===== config.mk =====
export PLATFORM = sky130hd
export DESIGN_NAME = sync_fifo_core_flat
export DESIGN_NICKNAME = d
export VERILOG_FILES = /design/src/rtl/fifo_cfg_pkg.sv /design/src/rtl/sync_fifo_core_if.sv /design/src/rtl/sync_fifo_mem.sv /design/src/rtl/sync_fifo_core.sv /design/src/flat_wrapper.sv
export SDC_FILE = /design/constraint.sdc
export NUM_CORES = 1
export LEC_CHECK = 0
export CAP_MARGIN = 20
export CORE_MARGIN = 2
export CORE_UTILIZATION = 40
export DETAILED_ROUTE_END_ITERATION = 12
export PLACE_DENSITY = 0.66
export SLEW_MARGIN = 10
export SYNTH_ARGS = -nofsm -noshare
export SYNTH_HDL_FRONTEND = slang
export SYNTH_HIERARCHICAL = 1
export SYNTH_SLANG_ARGS = --single-unit

===== constraint.sdc =====
create_clock -name clk -period 6 [get_ports clk]
set_input_delay 1.5 -clock clk [delete_from_list [all_inputs] [get_ports clk]]
set_output_delay 1.5 -clock clk [all_outputs]
set_load 0.01 [all_outputs]

===== src/rtl/fifo_cfg_pkg.sv =====
// Shared configuration for the synchronous FIFO: default geometry, derived
// widths and the data word type used by the RTL and its bench.
package fifo_cfg_pkg;

    localparam int WIDTH    = 8;
    localparam int DEPTH    = 16;
    localparam int AF_LEVEL = DEPTH - 2;
    localparam int AE_LEVEL = 2;
    localparam int PTR_W    = $clog2(DEPTH);
    localparam int CNT_W    = PTR_W + 1;

    typedef logic [WIDTH-1:0] fifo_data_t;

endpackage


===== src/rtl/sync_fifo_core_if.sv =====
// Producer/consumer handshake, data and status bundle for sync_fifo_core.
// The master side is the environment, the slave side is the FIFO.
interface sync_fifo_core_if #(
    parameter int WIDTH = fifo_cfg_pkg::WIDTH,
    parameter int DEPTH = fifo_cfg_pkg::DEPTH
);
    localparam int CNT_W = $clog2(DEPTH) + 1;

    logic             wr_en;
    logic [WIDTH-1:0] wr_data;
    logic             rd_en;
    logic [WIDTH-1:0] rd_data;
    logic             rd_valid;
    logic             full;
    logic             empty;
    logic             almost_full;
    logic             almost_empty;
    logic [CNT_W-1:0] count;
    logic             overflow;
    logic             underflow;

    modport master (
        output wr_en, wr_data, rd_en,
        input  rd_data, rd_valid, full, empty, almost_full, almost_empty,
               count, overflow, underflow
    );

    modport slave (
        input  wr_en, wr_data, rd_en,
        output rd_data, rd_valid, full, empty, almost_full, almost_empty,
               count, overflow, underflow
    );

endinterface


===== src/rtl/sync_fifo_mem.sv =====
// DEPTH x WIDTH storage with one write port and one registered read port.
// Only the read register is reset; the array contents are don't-care.
module sync_fifo_mem #(
    parameter int WIDTH = fifo_cfg_pkg::WIDTH,
    parameter int DEPTH = fifo_cfg_pkg::DEPTH,
    parameter int PTR_W = $clog2(DEPTH)
) (
    input  logic             clk,
    input  logic             rst,
    input  logic             wr_en,
    input  logic [PTR_W-1:0] wr_addr,
    input  logic [WIDTH-1:0] wr_data,
    input  logic             rd_en,
    input  logic [PTR_W-1:0] rd_addr,
    output logic [WIDTH-1:0] rd_data
);

    logic [WIDTH-1:0] mem [DEPTH];

    // NOTE: the array has no reset so it can map onto plain flops or RAM;
    // the pointers and count decide which entries are meaningful.
    always_ff @(posedge clk) begin
        if (wr_en) mem[wr_addr] <= wr_data;
    end

    // A same-address read/write returns the old word, which is what a full
    // FIFO doing a simultaneous push and pop needs.
    always_ff @(posedge clk or posedge rst) begin
        if (rst)        rd_data <= '0;
        else if (rd_en) rd_data <= mem[rd_addr];
    end

endmodule


===== src/rtl/sync_fifo_core.sv =====
// Single-clock FIFO controller: pointers, occupancy count, status flags and
// one-cycle overflow/underflow pulses around a sync_fifo_mem array.
module sync_fifo_core #(
    parameter int WIDTH    = fifo_cfg_pkg::WIDTH,
    parameter int DEPTH    = fifo_cfg_pkg::DEPTH,
    parameter int AF_LEVEL = DEPTH - 2,
    parameter int AE_LEVEL = fifo_cfg_pkg::AE_LEVEL
) (
    input  logic            clk,
    input  logic            rst,
    sync_fifo_core_if.slave bus
);

    localparam int PTR_W = $clog2(DEPTH);
    localparam int CNT_W = PTR_W + 1;

    logic [PTR_W-1:0] wr_ptr;
    logic [PTR_W-1:0] rd_ptr;
    logic [CNT_W-1:0] count_q;
    logic             full_w;
    logic             empty_w;
    logic             rd_acc;
    logic             wr_acc;

    // Flags decode the registered count so they never lag it.
    assign full_w           = (count_q == CNT_W'(DEPTH));
    assign empty_w          = (count_q == '0);
    assign bus.full         = full_w;
    assign bus.empty        = empty_w;
    assign bus.almost_full  = (count_q >= CNT_W'(AF_LEVEL));
    assign bus.almost_empty = (count_q <= CNT_W'(AE_LEVEL));
    assign bus.count        = count_q;

    // A full FIFO still takes a write when the same edge pops a word.
    assign rd_acc = bus.rd_en & ~empty_w;
    assign wr_acc = bus.wr_en & (~full_w | rd_acc);

    // NOTE: all state here updates with non-blocking assignments so every
    // term above is evaluated on the pre-edge values.
    always_ff @(posedge clk or posedge rst) begin
        if (rst) begin
            wr_ptr        <= '0;
            rd_ptr        <= '0;
            count_q       <= '0;
            bus.rd_valid  <= 1'b0;
            bus.overflow  <= 1'b0;
            bus.underflow <= 1'b0;
        end else begin
            if (wr_acc) wr_ptr <= wr_ptr + PTR_W'(1);
            if (rd_acc) rd_ptr <= rd_ptr + PTR_W'(1);
            case ({wr_acc, rd_acc})
                2'b10:   count_q <= count_q + CNT_W'(1);
                2'b01:   count_q <= count_q - CNT_W'(1);
                default: count_q <= count_q;
            endcase
            bus.rd_valid  <= rd_acc;
            bus.overflow  <= bus.wr_en & ~wr_acc;
            bus.underflow <= bus.rd_en & ~rd_acc;
        end
    end

    sync_fifo_mem #(
        .WIDTH (WIDTH),
        .DEPTH (DEPTH),
        .PTR_W (PTR_W)
    ) u_mem (
        .clk     (clk),
        .rst     (rst),
        .wr_en   (wr_acc),
        .wr_addr (wr_ptr),
        .wr_data (bus.wr_data),
        .rd_en   (rd_acc),
        .rd_addr (rd_ptr),
        .rd_data (bus.rd_data)
    );

endmodule

===== src/flat_wrapper.sv =====
// flat-port wrapper written by rule: the top's interface ports become plain ports
module sync_fifo_core_flat 
#(
    parameter int WIDTH    = fifo_cfg_pkg::WIDTH,
    parameter int DEPTH    = fifo_cfg_pkg::DEPTH,
    parameter int AF_LEVEL = DEPTH - 2,
    parameter int AE_LEVEL = fifo_cfg_pkg::AE_LEVEL
)
  (clk, rst, bus_wr_en, bus_wr_data, bus_rd_en, bus_rd_data, bus_rd_valid, bus_full, bus_empty, bus_almost_full, bus_almost_empty, bus_count, bus_overflow, bus_underflow);
  sync_fifo_core_if #(.WIDTH(WIDTH), .DEPTH(DEPTH)) bus_i ();
  input  logic clk;
  input  logic rst;
  input wire logic [$bits(bus_i.wr_en)-1:0] bus_wr_en;
  input wire logic [$bits(bus_i.wr_data)-1:0] bus_wr_data;
  input wire logic [$bits(bus_i.rd_en)-1:0] bus_rd_en;
  output wire logic [$bits(bus_i.rd_data)-1:0] bus_rd_data;
  output wire logic [$bits(bus_i.rd_valid)-1:0] bus_rd_valid;
  output wire logic [$bits(bus_i.full)-1:0] bus_full;
  output wire logic [$bits(bus_i.empty)-1:0] bus_empty;
  output wire logic [$bits(bus_i.almost_full)-1:0] bus_almost_full;
  output wire logic [$bits(bus_i.almost_empty)-1:0] bus_almost_empty;
  output wire logic [$bits(bus_i.count)-1:0] bus_count;
  output wire logic [$bits(bus_i.overflow)-1:0] bus_overflow;
  output wire logic [$bits(bus_i.underflow)-1:0] bus_underflow;
  assign bus_i.wr_en = bus_wr_en;
  assign bus_i.wr_data = bus_wr_data;
  assign bus_i.rd_en = bus_rd_en;
  assign bus_rd_data = bus_i.rd_data;
  assign bus_rd_valid = bus_i.rd_valid;
  assign bus_full = bus_i.full;
  assign bus_empty = bus_i.empty;
  assign bus_almost_full = bus_i.almost_full;
  assign bus_almost_empty = bus_i.almost_empty;
  assign bus_count = bus_i.count;
  assign bus_overflow = bus_i.overflow;
  assign bus_underflow = bus_i.underflow;
  sync_fifo_core #(.WIDTH(WIDTH), .DEPTH(DEPTH), .AF_LEVEL(AF_LEVEL), .AE_LEVEL(AE_LEVEL)) u_core (.clk(clk), .rst(rst), .bus(bus_i));
endmodule

==> metrics <==
main combinational cell family by area after synthesis=multiplexers; clock share of power=28.0%; CTS Buffer Depth=2; Finished Layout Cells=559; post-CTS setup buffers=0; clock-pin slew on the worst setup and hold paths=0.05 ns; clock skew=0.00546 ns; Area Overhead vs Synth=16.0%; setup TNS=0 ns; final WL=11900 um; RSZ-0062 raised after global routing=false; CTS tree=yes; Inserted Diodes=0; Post-CTS Resized=0; power share of the sequential group=43.3%; total clock sinks=152; Synth top area share=62.0%; FMAX=271 MHz; number of vias per cell=5.38; Root Buffer=clkbuf_16; worst r2r src=u_core/bus.count[0]; post-synthesis sequential area ratio=71.6%; FP Rows=45; Simple-Gate Fraction of Synth Area=4.62%; die area=0.0165 mm^2; Layout Utilization=47.3%; Post-Synth XOR/XNOR Area=1.27%; Die W=129 um; final hold vios=0; vias in the first global route=3184; asr flop ratio synth=15.8%; Switching Fraction=30.7%; Yosys cell types=44; Hold Buf Count CTS=0; CP endpoint kind=flop; crit start category=primary input; leading post-synthesis cells by cell area=edfxtp_1, dfrtp_1, mux4_2; mux share of post-synthesis cell area=13.8%; detailed placement HPWL=7530 um; Setup WS pre-CTS=1.89 ns; Max-slew headroom=31.1%; Post-Place Cells=527; critical path class=in2reg; maxcap violations=0; core box area=0.0152 mm^2; Adder-Cell Fraction of Synth Area=1.53%; Initial Util=40.8%; Worst Setup SP=bus_rd_en; Ports=32; Synth Area in Compound Gates=4.44%; grt total ovfl=0; IO buf count=31; Netlist Area Pre-Place=0.00620 mm^2; IR drop worst, VDD=0.234 mV; status=finished, final reports clean; Power Density=478 mW/mm^2; WL per Instance=21.2 um; Worst EP arrival=3.96 ns; Clock H-tree levels=4; top_reg_cell synth=edfxtp_1; largest net degree at the start of global routing=26; TritonCTS Buffers=17; Final setup viols=0; hold crit path type=reg2reg; drt initial violations=269; post-synthesis register bit count=152; setup ws final=2.31 ns; mean post-synth cell area=19.4 um^2; layout cells sized above 1=20.5%; initial antenna violation count=0; internal power=0.00239 W; EDFF count, synth=128; Pleak=2.42 nW; gpl congestion=0.778; max-slew violation count=0; All-Layer GR Usage=15.8%; final net count=378; post-route ant nets=0; required time worst endpoint=6.27 ns; part of the power in combinational logic=28.7%; largest area contributor in the netlist=edfxtp_1; Psw=0.00106 W; crit-path max FO=23; min-delay src=u_core/rd_ptr[0]; Yosys warnings=6; worst-margin pin slew=1.03 ns; fin crit period=3.69 ns; fin crit share=61.5%; Chip Height=129 um; filler instances=1282; DRC=0; routed vias=3006; first-pass GRT wire length=18700 um; DRT Pass-1 Iters=4; Mapped Cells=319; clk_lat worst skew=0.42 ns; Post-Syn Nets=338
-- path summary, 6_finish.rpt --
check	depth (start not counted)	end	slack [ns]
max	11	u_core/bus.count[4]	2.31
min	1	u_core/rd_ptr[0]	0.50
max reg2reg	8	u_core/bus.count[4]	3.16
min reg2reg	1	u_core/rd_ptr[0]	0.50
max in group asynchronous	2	u_core/bus.count[2]	4.08
min in group asynchronous	2	u_core/u_mem/rd_data[1]	1.37
-- logic make-up (layout without fill, tap and decap cells) --
| logic type | Yosys count | count (layout) |
|---|---|---|
| XOR/XNOR | 9 | 9 |
| flip-flops | 152 | 152 |
| multiplexers | 43 | 43 |
| AND/OR/NAND/NOR | 56 | 56 |
| AO/OA/AOI/OAI | 28 | 28 |
| adder cells (fa/ha/maj) | 7 | 7 |
| buffers and inverters | 24 | 76 |
-- registers in the layout (all words and copies together), names as in the netlist --
signal,flops
u_core/bus.count,5
u_core/bus.overflow,1
u_core/bus.rd_valid,1
u_core/bus.underflow,1
u_core/rd_ptr,4
u_core/u_mem/mem,128
u_core/u_mem/rd_data,8
u_core/wr_ptr,4
-- synth_stat cells, types with 3 or more instances --
library cell and number:
edfxtp_1 128, mux4_2 26, dfrtp_1 24, nor2_1 23, inv_1 9, mux2i_1 9, a221oi_2 8, nand2_1 8
o22ai_1 8, ha_1 6, mux4_1 6, buf_6 5, xnor2_1 5, buf_1 4, nor3_1 4, xor2_1 4
and2_1 3, buf_2 3, nand2b_1 3, nand3_1 3
-- worst max-delay path, cell delays in order --
cell and delay, ns:
clkdlybuf4s50_1 0.47, inv_1 0.09, a21oi_2 0.11, buf_4 0.30, ha_1 0.36, inv_1 0.13
fa_1 0.41, nor2b_1 0.22, o211ai_1 0.11, o311ai_0 0.12, o211ai_1 0.14
-- cell type report --
cell class	count	area [um^2]	area share [%]
repair buffers	36	345	4.80
inverters	9	33.8	0.469
multi-input cells	143	1600	22.3
flip-flops and latches	152	4440	61.8
well taps	188	235	3.27
clock inverters	12	104	1.44
clock buffers	19	433	6.02
-- per-layer routing --
layer  track usage, %  up-vias  routed length [um]
li1                 -     1370                   -
met1             20.7     1535                5370
met2             25.1       75                5690
met3             3.78       26                 498
met4             7.61        0                 308
met5                0        -                   0
-- stage by stage --
step | hold WS [ns] | total power [W] | cell area, um^2
2_1_floorplan | 0.447 | 0.00221 | 6200
3_3_place_gp | 0.488 | 0.00247 | 6660
3_5_place_dp | 0.499 | 0.00251 | 6660
4_1_cts | 0.507 | 0.00349 | 7190
5_1_grt | 0.531 | 0.00362 | 7200
6_report | 0.503 | 0.00344 | 7200
-- cells in the final DEF, fill, tap and decap left out, types with 2 or more instances in the layout --
cell	instances
a221oi_2	8
and2_1	3
buf_4	4
clkbuf_1	2
clkbuf_16	17
clkdlybuf4s50_1	31
clkinv_1	2
clkinv_2	2
clkinv_4	2
clkinvlp_4	4
dfrtp_1	24
edfxtp_1	128
ha_1	6
inv_1	9
mux2i_1	9
mux4_1	6
mux4_2	26
nand2_1	8
nand2b_1	3
nand3_1	3
nand3b_1	2
nand4_1	2
nor2_1	23
nor3_1	2
nor3_2	2
o211ai_1	2
o21ai_0	2
o22ai_1	8
or2_2	2
xnor2_1	5
xor2_1	4
-- power groups by stage --
stage	Combinational, W	Clock, W	Sequential [W]
2_1_floorplan	0.000767	0	0.00145
3_3_place_gp	0.000969	0	0.00150
3_5_place_dp	0.000999	0	0.00152
4_1_cts	0.00100	0.000989	0.00150
5_1_grt	0.00107	0.00103	0.00152
6_report	0.000986	0.000965	0.00149
Power figures use the tool's default switching activity.
